--- src/rtl/pipelined_barrel_shifter_if.sv ---
// rtl/pipelined_barrel_shifter_if.sv - valid/ready bundle for the pipelined barrel shifter
interface pipelined_barrel_shifter_if #(
    parameter int WIDTH = 8
) ();
    localparam int SHW = $clog2(WIDTH);

    logic             in_valid;
    logic             in_ready;
    logic [WIDTH-1:0] data_in;
    logic [SHW-1:0]   shift_amt;
    logic             left_right;
    logic [1:0]       mode;
    logic             out_valid;
    logic             out_ready;
    logic [WIDTH-1:0] data_out;

    modport master (
        output in_valid, data_in, shift_amt, left_right, mode, out_ready,
        input  in_ready, out_valid, data_out
    );

    modport slave (
        input  in_valid, data_in, shift_amt, left_right, mode, out_ready,
        output in_ready, out_valid, data_out
    );
endinterface

--- src/rtl/pipelined_barrel_shifter.sv ---
// rtl/pipelined_barrel_shifter.sv - SHW-stage rotate/shift pipeline, sign fill under PIPELINED_BARREL_SHIFTER_ARITH_EN
module pipelined_barrel_shifter #(
    parameter int WIDTH = 8,
    parameter int SHW   = $clog2(WIDTH)
) (
    input  logic                        clk,
    input  logic                        rst_n,
    pipelined_barrel_shifter_if.slave   bus
);
    if (WIDTH < 4 || (WIDTH & (WIDTH - 1)) != 0) begin : g_bad_width
        $error("WIDTH must be a power of two, at least 4");
    end

    // Stage registers: data already shifted by the stages up to k, plus the
    // per-word controls that travel with it.
    logic [WIDTH-1:0] st_d   [SHW];
    logic [SHW-1:0]   st_amt [SHW];
    logic [1:0]       st_m   [SHW];
    logic [SHW-1:0]   st_lr;
    logic [SHW-1:0]   st_v;

    // What each stage would load: the input word for stage 0, the previous
    // stage otherwise.
    logic [WIDTH-1:0] src_d   [SHW];
    logic [SHW-1:0]   src_amt [SHW];
    logic [1:0]       src_m   [SHW];
    logic [SHW-1:0]   src_lr;
    logic [SHW-1:0]   src_v;
    logic [SHW-1:0]   rdy;

    // One power-of-two step; s is a per-stage constant after unrolling.
    function automatic logic [WIDTH-1:0] shift_step(input logic [WIDTH-1:0] d,
                                                    input int s,
                                                    input logic [1:0] m,
                                                    input logic lr);
        logic [WIDTH-1:0] r;
        r = d;
        case (m)
            2'b00:   r = lr ? ((d << s) | (d >> (WIDTH - s))) : ((d >> s) | (d << (WIDTH - s)));
            2'b01:   r = lr ? (d << s) : (d >> s);
`ifdef PIPELINED_BARREL_SHIFTER_ARITH_EN
            2'b10:   r = lr ? (d << s) : unsigned'($signed(d) >>> s);
`else
            2'b10:   r = lr ? (d << s) : (d >> s);
`endif
            default: r = d;
        endcase
        return r;
    endfunction

    // Stage sources and the ready chain, walked back from the output so a
    // full pipeline can still accept when the last stage drains.
    always_comb begin
        logic nxt;
        src_v[0]   = bus.in_valid;
        src_d[0]   = bus.data_in;
        src_amt[0] = bus.shift_amt;
        src_m[0]   = bus.mode;
        src_lr[0]  = bus.left_right;
        for (int k = 1; k < SHW; k++) begin
            src_v[k]   = st_v[k-1];
            src_d[k]   = st_d[k-1];
            src_amt[k] = st_amt[k-1];
            src_m[k]   = st_m[k-1];
            src_lr[k]  = st_lr[k-1];
        end
        nxt = bus.out_ready;
        rdy = '0;
        for (int k = SHW - 1; k >= 0; k--) begin
            rdy[k] = !st_v[k] || nxt;
            nxt    = rdy[k];
        end
    end

    // Advance every stage that is empty or whose contents move on; the
    // payload only loads alongside a valid word so a held output stays put.
    always_ff @(posedge clk or negedge rst_n) begin
        if (!rst_n) begin
            st_v  <= '0;
            st_lr <= '0;
            for (int k = 0; k < SHW; k++) begin
                st_d[k]   <= '0;
                st_amt[k] <= '0;
                st_m[k]   <= '0;
            end
        end else begin
            for (int k = 0; k < SHW; k++) begin
                if (rdy[k]) begin
                    st_v[k] <= src_v[k];
                    if (src_v[k]) begin
                        st_d[k]   <= src_amt[k][k] ? shift_step(src_d[k], 1 << k, src_m[k], src_lr[k])
                                                   : src_d[k];
                        st_amt[k] <= src_amt[k];
                        st_m[k]   <= src_m[k];
                        st_lr[k]  <= src_lr[k];
                    end
                end
            end
        end
    end

    assign bus.in_ready  = rdy[0];
    assign bus.out_valid = st_v[SHW-1];
    assign bus.data_out  = st_d[SHW-1];
endmodule

--- src/flat_wrapper.sv ---
// flat-port wrapper written by rule: the top's interface ports become plain ports
module pipelined_barrel_shifter_flat 
#(
    parameter int WIDTH = 8,
    parameter int SHW   = $clog2(WIDTH)
)
  (clk, rst_n, bus_in_valid, bus_data_in, bus_shift_amt, bus_left_right, bus_mode, bus_out_ready, bus_in_ready, bus_out_valid, bus_data_out);
  pipelined_barrel_shifter_if #(.WIDTH(WIDTH)) bus_i ();
  input  logic clk;
  input  logic rst_n;
  input wire logic [$bits(bus_i.in_valid)-1:0] bus_in_valid;
  input wire logic [$bits(bus_i.data_in)-1:0] bus_data_in;
  input wire logic [$bits(bus_i.shift_amt)-1:0] bus_shift_amt;
  input wire logic [$bits(bus_i.left_right)-1:0] bus_left_right;
  input wire logic [$bits(bus_i.mode)-1:0] bus_mode;
  input wire logic [$bits(bus_i.out_ready)-1:0] bus_out_ready;
  output wire logic [$bits(bus_i.in_ready)-1:0] bus_in_ready;
  output wire logic [$bits(bus_i.out_valid)-1:0] bus_out_valid;
  output wire logic [$bits(bus_i.data_out)-1:0] bus_data_out;
  assign bus_i.in_valid = bus_in_valid;
  assign bus_i.data_in = bus_data_in;
  assign bus_i.shift_amt = bus_shift_amt;
  assign bus_i.left_right = bus_left_right;
  assign bus_i.mode = bus_mode;
  assign bus_i.out_ready = bus_out_ready;
  assign bus_in_ready = bus_i.in_ready;
  assign bus_out_valid = bus_i.out_valid;
  assign bus_data_out = bus_i.data_out;
  pipelined_barrel_shifter #(.WIDTH(WIDTH), .SHW(SHW)) u_core (.clk(clk), .rst_n(rst_n), .bus(bus_i));
endmodule
--- config.mk ---
export PLATFORM = sky130hd
export DESIGN_NAME = pipelined_barrel_shifter_flat
export DESIGN_NICKNAME = d
export VERILOG_FILES = /design/src/rtl/pipelined_barrel_shifter_if.sv /design/src/rtl/pipelined_barrel_shifter.sv /design/src/flat_wrapper.sv
export SDC_FILE = /design/constraint.sdc
export NUM_CORES = 1
export LEC_CHECK = 0
export CORE_MARGIN = 4
export CORE_UTILIZATION = 58
export CTS_CLUSTER_DIAMETER = 50
export CTS_CLUSTER_SIZE = 28
export DETAILED_ROUTE_END_ITERATION = 8
export MAX_ROUTING_LAYER = met4
export PLACE_DENSITY = 0.95
export SLEW_MARGIN = 10
export SYNTH_ARGS = -nofsm -noshare
export SYNTH_HDL_FRONTEND = slang
export SYNTH_SLANG_ARGS = --single-unit
export TNS_END_PERCENT = 10
--- constraint.sdc ---
create_clock -name clk -period 2.5 [get_ports clk]
set_clock_uncertainty 0.15 [all_clocks]
set_input_delay 0.625 -clock clk [delete_from_list [all_inputs] [get_ports clk]]
set_output_delay 0.625 -clock clk [all_outputs]
set_load 0.1 [all_outputs]
==> After elaboration in Yosys (flattened, before gate mapping) <==
Cells that the tools add are included.
{ "op_classes": {"n_bitwise": 5, "n_eq_ne": 6, "reduce_logical": 15, "muxes": 11} }
{ "ops": {"columns": ["op", "n"], "rows": [
  ["$mux W8", 8],
  ["$pmux W8 S2", 3],
  ["$or A6 B8 Y8", 1],
  ["$or A7 B8 Y8", 1],
  ["$or A8 B1 Y8", 1],
  ["$or A8 B2 Y8", 1],
  ["$or A8 B4 Y8", 1],
  ["$eq A2 B1 Y1 const B", 3],
  ["$eq A2 B2 Y1 const B", 3],
  ["$logic_not A2 Y1", 3],
  ["$reduce_and A2 Y1", 3],
  ["$reduce_or A2 Y1", 3],
  ["$logic_not A1 Y1", 3],
  ["$logic_or A1 B1 Y1", 3]
]} }
{ "word_totals": {"input_bits": 18, "out_inout_bits": 10, "regBits": 39, "wordCells": 49} }

==> Longest topological paths before layout <==
Gate-level depths: netlist of run 1.
{ "logic_depth": {"ltp_word": 5, "ltp_mapped": 6, "ltp_nobuf": 5} }

==> Worst setup path before layout of run 1 <==
OpenSTA, ideal clock, no wires.
{ "synth_path": {"kind": "reg2out", "start": "register u_core.st_v[2]", "end": "output bus_in_ready", "stages_incl_launch_ff": 3, "arrival_time_ns": 1.589, "path_slack_ns": 0.136, "path_buffers": 1, "required_time_ns": 1.725, "path_cell_list": "dfrtp_1 -> nand4b_2 -> buf_2"} }
{ "synth_between": {"elab_chain_len": 4} }
{ "synth_lines": {"columns": ["item", "line", "source"], "rows": [
  ["start: declaration", "pipelined_barrel_shifter.sv:20", "logic [SHW-1:0] st_v;"],
  ["start signal: indexed assignment", "pipelined_barrel_shifter.sv:89", "st_v[k] <= src_v[k];"],
  ["$logic_not A1 Y1", "pipelined_barrel_shifter.sv:70", "rdy[k] = !st_v[k] || nxt;"],
  ["$logic_or A1 B1 Y1 (3 in series)", "pipelined_barrel_shifter.sv:70", null],
  ["end: declaration", "flat_wrapper.sv:17", "output wire logic [$bits(bus_i.in_ready)-1:0] bus_in_ready;"]
]} }
Every way passes these cells.

==> Final worst setup path of run 1 <==
{ "layout_path": {"start": "input bus_out_ready", "end": "output bus_in_ready"} }
{ "layout_between": {"elab_chain_len": 3} }
{ "layout_lines": {"columns": ["item", "line", "source"], "rows": [
  ["start: declaration", "flat_wrapper.sv:16", "input wire logic [$bits(bus_i.out_ready)-1:0] bus_out_ready;"],
  ["$logic_or A1 B1 Y1 (3 in series)", "pipelined_barrel_shifter.sv:70", null]
]} }
Every way passes these cells.

==> results.txt, run 1 <==
Switching Fraction - 45.2%
Crit Reg-Reg Endpoint - u_core.src_amt[5]
Cell count of the worst reg-to-reg path - 4
Status - finished clean
# setup viols final - 0
# DRC - 0
First drt pass iteration count - 4
Fin crit share - 95.1%
GR Layer Usage met2 - 35.8%
RSZ-0062 raised after global routing - false
Crit Path Max Fanout - 3
Total CTS buffers - 5
Hold-critical path endpoint - u_core.src_amt[2]
Grt total ovfl - 0
Die area - 0.00446 mm^2
Final TNS setup - 0 ps
Diodes inserted - 0
Slew Limit Fails - 0
Die Wd - 66.8 um
CORE AREA - 0.00334 mm^2
Logic gate share of total power - 44.4%
Largest net degree at the start of global routing - 37
#FFs+latches synth - 36
Least-Margin Pin Slew - 573 ps
CP peak stage delay - 430 ps
WP data arrival - 1600 ps
Final ANT Viol Nets - 0
Clock power frac - 18.0%
Util after Layout - 71.3%
Max cap viols - 0
Routed wire length - 3960 um
Share of layout cells above drive strength 1 - 18.6%
Most Crowded Layer GR - met2
Critical-path cell list - clkdlybuf4s50_1, nand4b_2, buf_12
R2r setup slk - 670 ps
Critical path required time - 1730 ps
Pwr/cell area - 949 mW/mm^2
Buffers on Ports - 27
Clock latency on the worst-skew pair - 340 ps
Max_slew headroom - 61.7%
Global-route wire length before repair - 6590 um
Worst setup EP type - output port
DR vias/cell - 5.89
Met1 GRT Util - 21.6%
Final Wtd Congestion - 0.878
Top delay family on crit path - buffers and inverters
Fmax achieved - 421 MHz
Post-CTS Setup Bufs - 0
Nets - 259
Min setup slack post-route - 123 ps
Antenna violations before repair - 0
Cells after synthesis - 211
Worst flop-to-flop path startpoint - u_core.st_v[0]
Initial Utilization - 60.1%
Hold Crit Depth - 1
Vias post-DR - 1661
Sequential share of power - 37.7%
# rows - 21
Avg Cell Area, Syn - 9.50 um^2
Worst path slowest cell - clkdlybuf4s50_1
Synthesized area - 0.00200 mm^2
Internal power - 1.24 mW
HP Class - register to register
CTS max path bufs - 2
Ys Warns - 0
Post-CTS Hold Buffers - 0
1st-iter DRT viols - 91
Sw power - 1.02 mW
GRT Total Usage - 20.1%
Sequential share of the synthesized area - 44.9%
CTS clock-pin slew for the worst setup and hold paths - 110 ps
CTS root buf - clkbuf_4
Synth cell types - 32
Post-cts sizing count - 0
Hold path start - u_core.src_amt[5]
Critical Path Source Type - input port
Hold Fails Final Rpt - 0
P_leak - 1.01 nW
Sink Count - 36
Post-Place Setup Slack - 112 ps
Met3 Track Usage GR - 5.90%
Die Height - 66.8 um
HPWL after DPL - 3080 um
Syn_nets - 235
# IOs - 28
Crit path buf inv count - 2
CTS tree - done
Number of global-route vias before repair - 1555
Fillers - 249
# H-tree levels - 2
Max IR drop VDD - 0.416 mV
Critical path class - input port to output port
Wirelength per Cell - 14.1 um
Synth-to-layout area growth - 18.7%
Min cycle time layout - 2380 ps
## synthesized netlist by cell type
master,count,share of area (%)
dfrtp_1,36,45
a21oi_1,22,5.5
nand2_1,21,3.9
a31oi_1,20,6.2
nand3_1,20,5.0
mux2_2,13,7.3
buf_2,7,1.7
clkbuf_1,7,1.3
inv_1,7,1.3
nand2b_1,7,2.2
ha_1,6,3.7
o211ai_1,6,2.2
nor2b_1,5,1.6
buf_1,4,0.75
o21ai_0,4,1.0
and2_1,3,0.94
a22oi_1,2,0.75
a311oi_1,2,0.87
a41oi_1,2,0.87
mux2_4,2,1.5
nand4_1,2,0.62
nand4b_1,2,0.87
o2bb2ai_1,2,0.87
a21o_1,1,0.37
and3_1,1,0.31
and3b_1,1,0.44
and4b_1,1,0.50
buf_6,1,0.56
nand3b_1,1,0.37
nand4b_2,1,0.75
or2_1,1,0.31
or2_2,1,0.31
## cell usage in the layout (no fill, tap or decap), types with 2 or more instances in the layout
master,n
dfrtp_1,36
a21oi_1,22
nand2_1,21
nand3_1,20
a31oi_1,20
buf_4,18
clkdlybuf4s50_1,17
mux2_2,13
inv_1,7
nand2b_1,7
o211ai_1,6
ha_1,6
nor2b_1,5
clkbuf_4,5
o21ai_0,4
and2_1,3
mux2_4,2
nand4_1,2
a41oi_1,2
a22oi_1,2
nand4b_1,2
a311oi_1,2
o2bb2ai_1,2
## worst register-to-register path, stage by stage (launching register included)
cell      delay [ps]
dfrtp_1          580
nand4b_2         260
buf_4            230
and2_1           200
mux2_4           310
## power by group through the flow
stage / Sequential, mW / Clock, mW / Combinational [mW]
floorplan: 1.24 / 0 / 0.391
global placement: 0.849 / 0 / 0.985
detailed placement: 0.860 / 0 / 1.00
CTS: 0.849 / 0.415 / 1.01
global route: 0.870 / 0.442 / 1.07
finish: 0.851 / 0.406 / 1.00
## cell families (layout without fill, tap and decap cells)
logic type | count (synthesis) | count (layout) | synth area share (%)
mux | 15 | 15 | 8.80
fa+ha+maj | 6 | 6 | 3.75
flops | 36 | 36 | 44.9
simple gates | 67 | 67 | 18.1
buf+inv | 26 | 51 | 5.68
compound gates | 61 | 61 | 18.7
## registers in the layout, summed over array words and instances (netlist names)
signal               cells
u_core.st_lr             2
u_core.src_amt           3
u_core.bus.data_out      8
u_core.src_m             4
u_core.st_v              3
u_core.src_d            16
## per-layer routing
layer	vias to the layer above	wire length, um
met4	0	59
met1	779	1590
met3	5	225
met5	-	0
li1	821	-
met2	56	2080
## layout make-up
cell class | count | area (um^2) | area share, %
tap | 46 | 57.6 | 2.42
inverter | 7 | 26.3 | 1.10
timing repair buffer | 36 | 325 | 13.7
sequential | 36 | 901 | 37.9
clock buffer | 5 | 37.5 | 1.58
clock inverter | 3 | 42.5 | 1.79
multi-input combinational | 149 | 990 | 41.6
## through the flow
step	total power [mW]	cells	cell area [um^2]	hold slack (ps)
floorplan	1.63	211	2000	179
global placement	1.83	274	2300	353
detailed placement	1.86	274	2300	358
CTS	2.27	282	2380	400
global route	2.38	282	2380	427
finish	2.26	282	2380	392
## worst max-delay path by stage
stage	start	endpoint	depth (start not counted)
final	bus_out_ready	bus_in_ready	3
after global routing	bus_out_ready	bus_in_ready	3
after CTS	bus_out_ready	bus_in_ready	3
after detailed placement	bus_mode[0]	u_core.src_d[8]	6
after global placement	bus_out_ready	bus_in_ready	3
after floorplan	u_core.st_v[2]	bus_in_ready	2
Note: power is estimated with default switching activity, not from simulation.
==> run 2: changes to the inputs <==
--- a/config.mk
+++ b/config.mk
@@ -6,7 +6,8 @@
 export NUM_CORES = 1
 export LEC_CHECK = 0
 export CORE_MARGIN = 4
-export CORE_UTILIZATION = 58
+export CORE_UTILIZATION = 61
+export CTS_BUF_LIST = sky130_fd_sc_hd__clkbuf_2 sky130_fd_sc_hd__clkbuf_4 sky130_fd_sc_hd__clkbuf_8
 export CTS_CLUSTER_DIAMETER = 50
 export CTS_CLUSTER_SIZE = 28
 export DETAILED_ROUTE_END_ITERATION = 8
==> results.txt, run 2 (same netlist as run 1, synthesis figures left out) <==
HP Class - register to register (unchanged)
DR vias/cell - 6.14 (was 5.89)
Die area - 0.00427 mm^2 (was 0.00446 mm^2)
# H-tree levels - 2 (unchanged)
# IOs - 28 (unchanged)
Hold Fails Final Rpt - 0 (unchanged)
Min Hold Slack - 409 ps (was 392 ps)
Critical path required time - 1730 ps (about the same)
Top delay family on crit path - buffers and inverters (unchanged)
Worst path slowest cell - clkdlybuf4s50_1 (unchanged)
Sw power - 1.03 mW (was 1.02 mW)
Routed wire length - 4490 um (was 3960 um)
Placed Area - 0.00230 mm^2 (about the same)
CTS root buf - clkbuf_4 (unchanged)
Pwr/cell area - 936 mW/mm^2 (was 949 mW/mm^2)
Most frequent cells in the layout - dfrtp_1, a21oi_1, nand2_1 (unchanged)
Die Height - 65.3 um (was 66.8 um)
Synth-to-layout area growth - 18.2% (was 18.7%)
Status - finished clean (unchanged)
CTS max path bufs - 2 (unchanged)
Total CTS buffers - 5 (unchanged)
Crit Path Max Fanout - 4 (was 3)
Switching Fraction - 46.3% (was 45.2%)
Critical path class - input port to output port (unchanged)
Die Wd - 65.3 um (was 66.8 um)
GRT Total Usage - 24.7% (was 20.1%)
Final TNS setup - 0 ps (unchanged)
# setup viols final - 0 (unchanged)
Vias post-DR - 1719 (was 1661)
CORE AREA - 0.00310 mm^2 (was 0.00334 mm^2)
Global-route wire length before repair - 7940 um (was 6590 um)
Share of layout cells above drive strength 1 - 18.6% (unchanged)
Max_slew headroom - 61.3% (was 61.7%)
Largest net degree at the start of global routing - 37 (unchanged)
Final ANT Viol Nets - 0 (unchanged)
Post-CTS Hold Buffers - 0 (unchanged)
Critical Path Source Type - input port (unchanged)
Buffers on Ports - 27 (unchanged)
Post-cts sizing count - 0 (unchanged)
Wirelength per Cell - 16.0 um (was 14.1 um)
Sink Count - 36 (unchanged)
Max cap viols - 0 (unchanged)
Finished Cell Area - 0.00237 mm^2 (was 0.00238 mm^2)
CTS tree - done (unchanged)
Clock power frac - 15.4% (was 18.0%)
Diodes inserted - 0 (unchanged)
Min cycle time layout - 2410 ps (was 2380 ps)
CTS clock-pin slew for the worst setup and hold paths - 100 ps (was 110 ps)
Fmax achieved - 414 MHz (was 421 MHz)
Initial Utilization - 64.6% (was 60.1%)
Grt total ovfl - 0 (unchanged)
1st-iter DRT viols - 71 (was 91)
RSZ-0062 raised after global routing - false (unchanged)
Max reg flops - 16 (unchanged)
Nets - 260 (was 259)
# DRC - 0 (unchanged)
Least-Margin Pin Slew - 579 ps (was 573 ps)
Post-CTS Setup Bufs - 0 (unchanged)
WP data arrival - 1640 ps (was 1600 ps)
Max IR drop VDD - 0.401 mV (was 0.416 mV)
Critical-path cell list - clkdlybuf4s50_1, nand4b_2, buf_12 (unchanged)
CP peak stage delay - 440 ps (was 430 ps)
Internal power - 1.19 mW (was 1.24 mW)
Worst setup EP type - output port (unchanged)
Clock latency on the worst-skew pair - 340 ps (about the same)
Antenna violations before repair - 0 (unchanged)
Fin crit share - 96.6% (was 95.1%)
Number of global-route vias before repair - 1792 (was 1555)
Total power - 2.22 mW (was 2.26 mW)
Slew Limit Fails - 0 (unchanged)
Final Wtd Congestion - 0.863 (was 0.878)
Crit path buf inv count - 2 (unchanged)
Logic gate share of total power - 46.0% (was 44.4%)
P_leak - 1.01 nW (about the same)
HPWL after DPL - 3430 um (was 3080 um)
Commonest non-fill, non-tap cell in the layout - dfrtp_1 (unchanged)
First drt pass iteration count - 4 (unchanged)
Sequential share of power - 38.6% (was 37.7%)
# rows - 20 (was 21)
## run 2: cell count changes in the layout (fill, tap and decap cells not counted), sizes merged
cell,before,now
clkinv,1,0
clkinvlp,1,0
buf,19,20
bufinv,1,0
clkbuf,5,7
## run 2: power groups by stage
stage	clock network, mW	logic, mW	registers [mW]
floorplan	0	0.391	1.24
global placement	0	0.987	0.848
detailed placement	0	1.02	0.864
CTS	0.347	1.02	0.854
global route	0.378	1.09	0.876
finish	0.342	1.02	0.857
## run 2: worst paths after layout
path	start	end	slack [ps]	cells after the start
max	bus_out_ready	bus_in_ready	90	3
max in group asynchronous	rst_n	u_core.src_d[12]	1350	2
max reg2reg	u_core.src_m[2]	u_core.src_d[6]	670	4
min reg2reg	u_core.src_amt[5]	u_core.src_amt[5]	410	1
min	u_core.src_amt[5]	u_core.src_amt[5]	410	1
min in group asynchronous	rst_n	u_core.st_lr[1]	530	2
## run 2: area by class of cell
| cell class | count | area (um^2) |
|---|---|---|
| fillers | 234 | 733 |
| clock buffers | 7 | 65.1 |
| well taps | 44 | 55.1 |
| multi-input cells | 149 | 990 |
| inverters | 7 | 26.3 |
| flip-flops and latches | 36 | 901 |
| repair buffers | 37 | 333 |
## run 2: layer usage
metal / GRT usage (%) / up-vias / routed length, um
met5: - / - / 0
met3: 4.96 / 9 / 221
met4: 12.2 / 0 / 115
met1: 22.9 / 829 / 1620
li1: - / 826 / -
met2: 47.4 / 55 / 2530
## run 2: metrics by stage
step / utilization (%) / worst slack, ps / cells
final: 76.4 / 85.8 / 280
after global routing: 76.4 / 52.6 / 280
after CTS: 76.4 / 93.5 / 280
after global placement: 74.3 / 118 / 273
after detailed placement: 74.3 / 63.3 / 273
after floorplan: - / 136 / 211
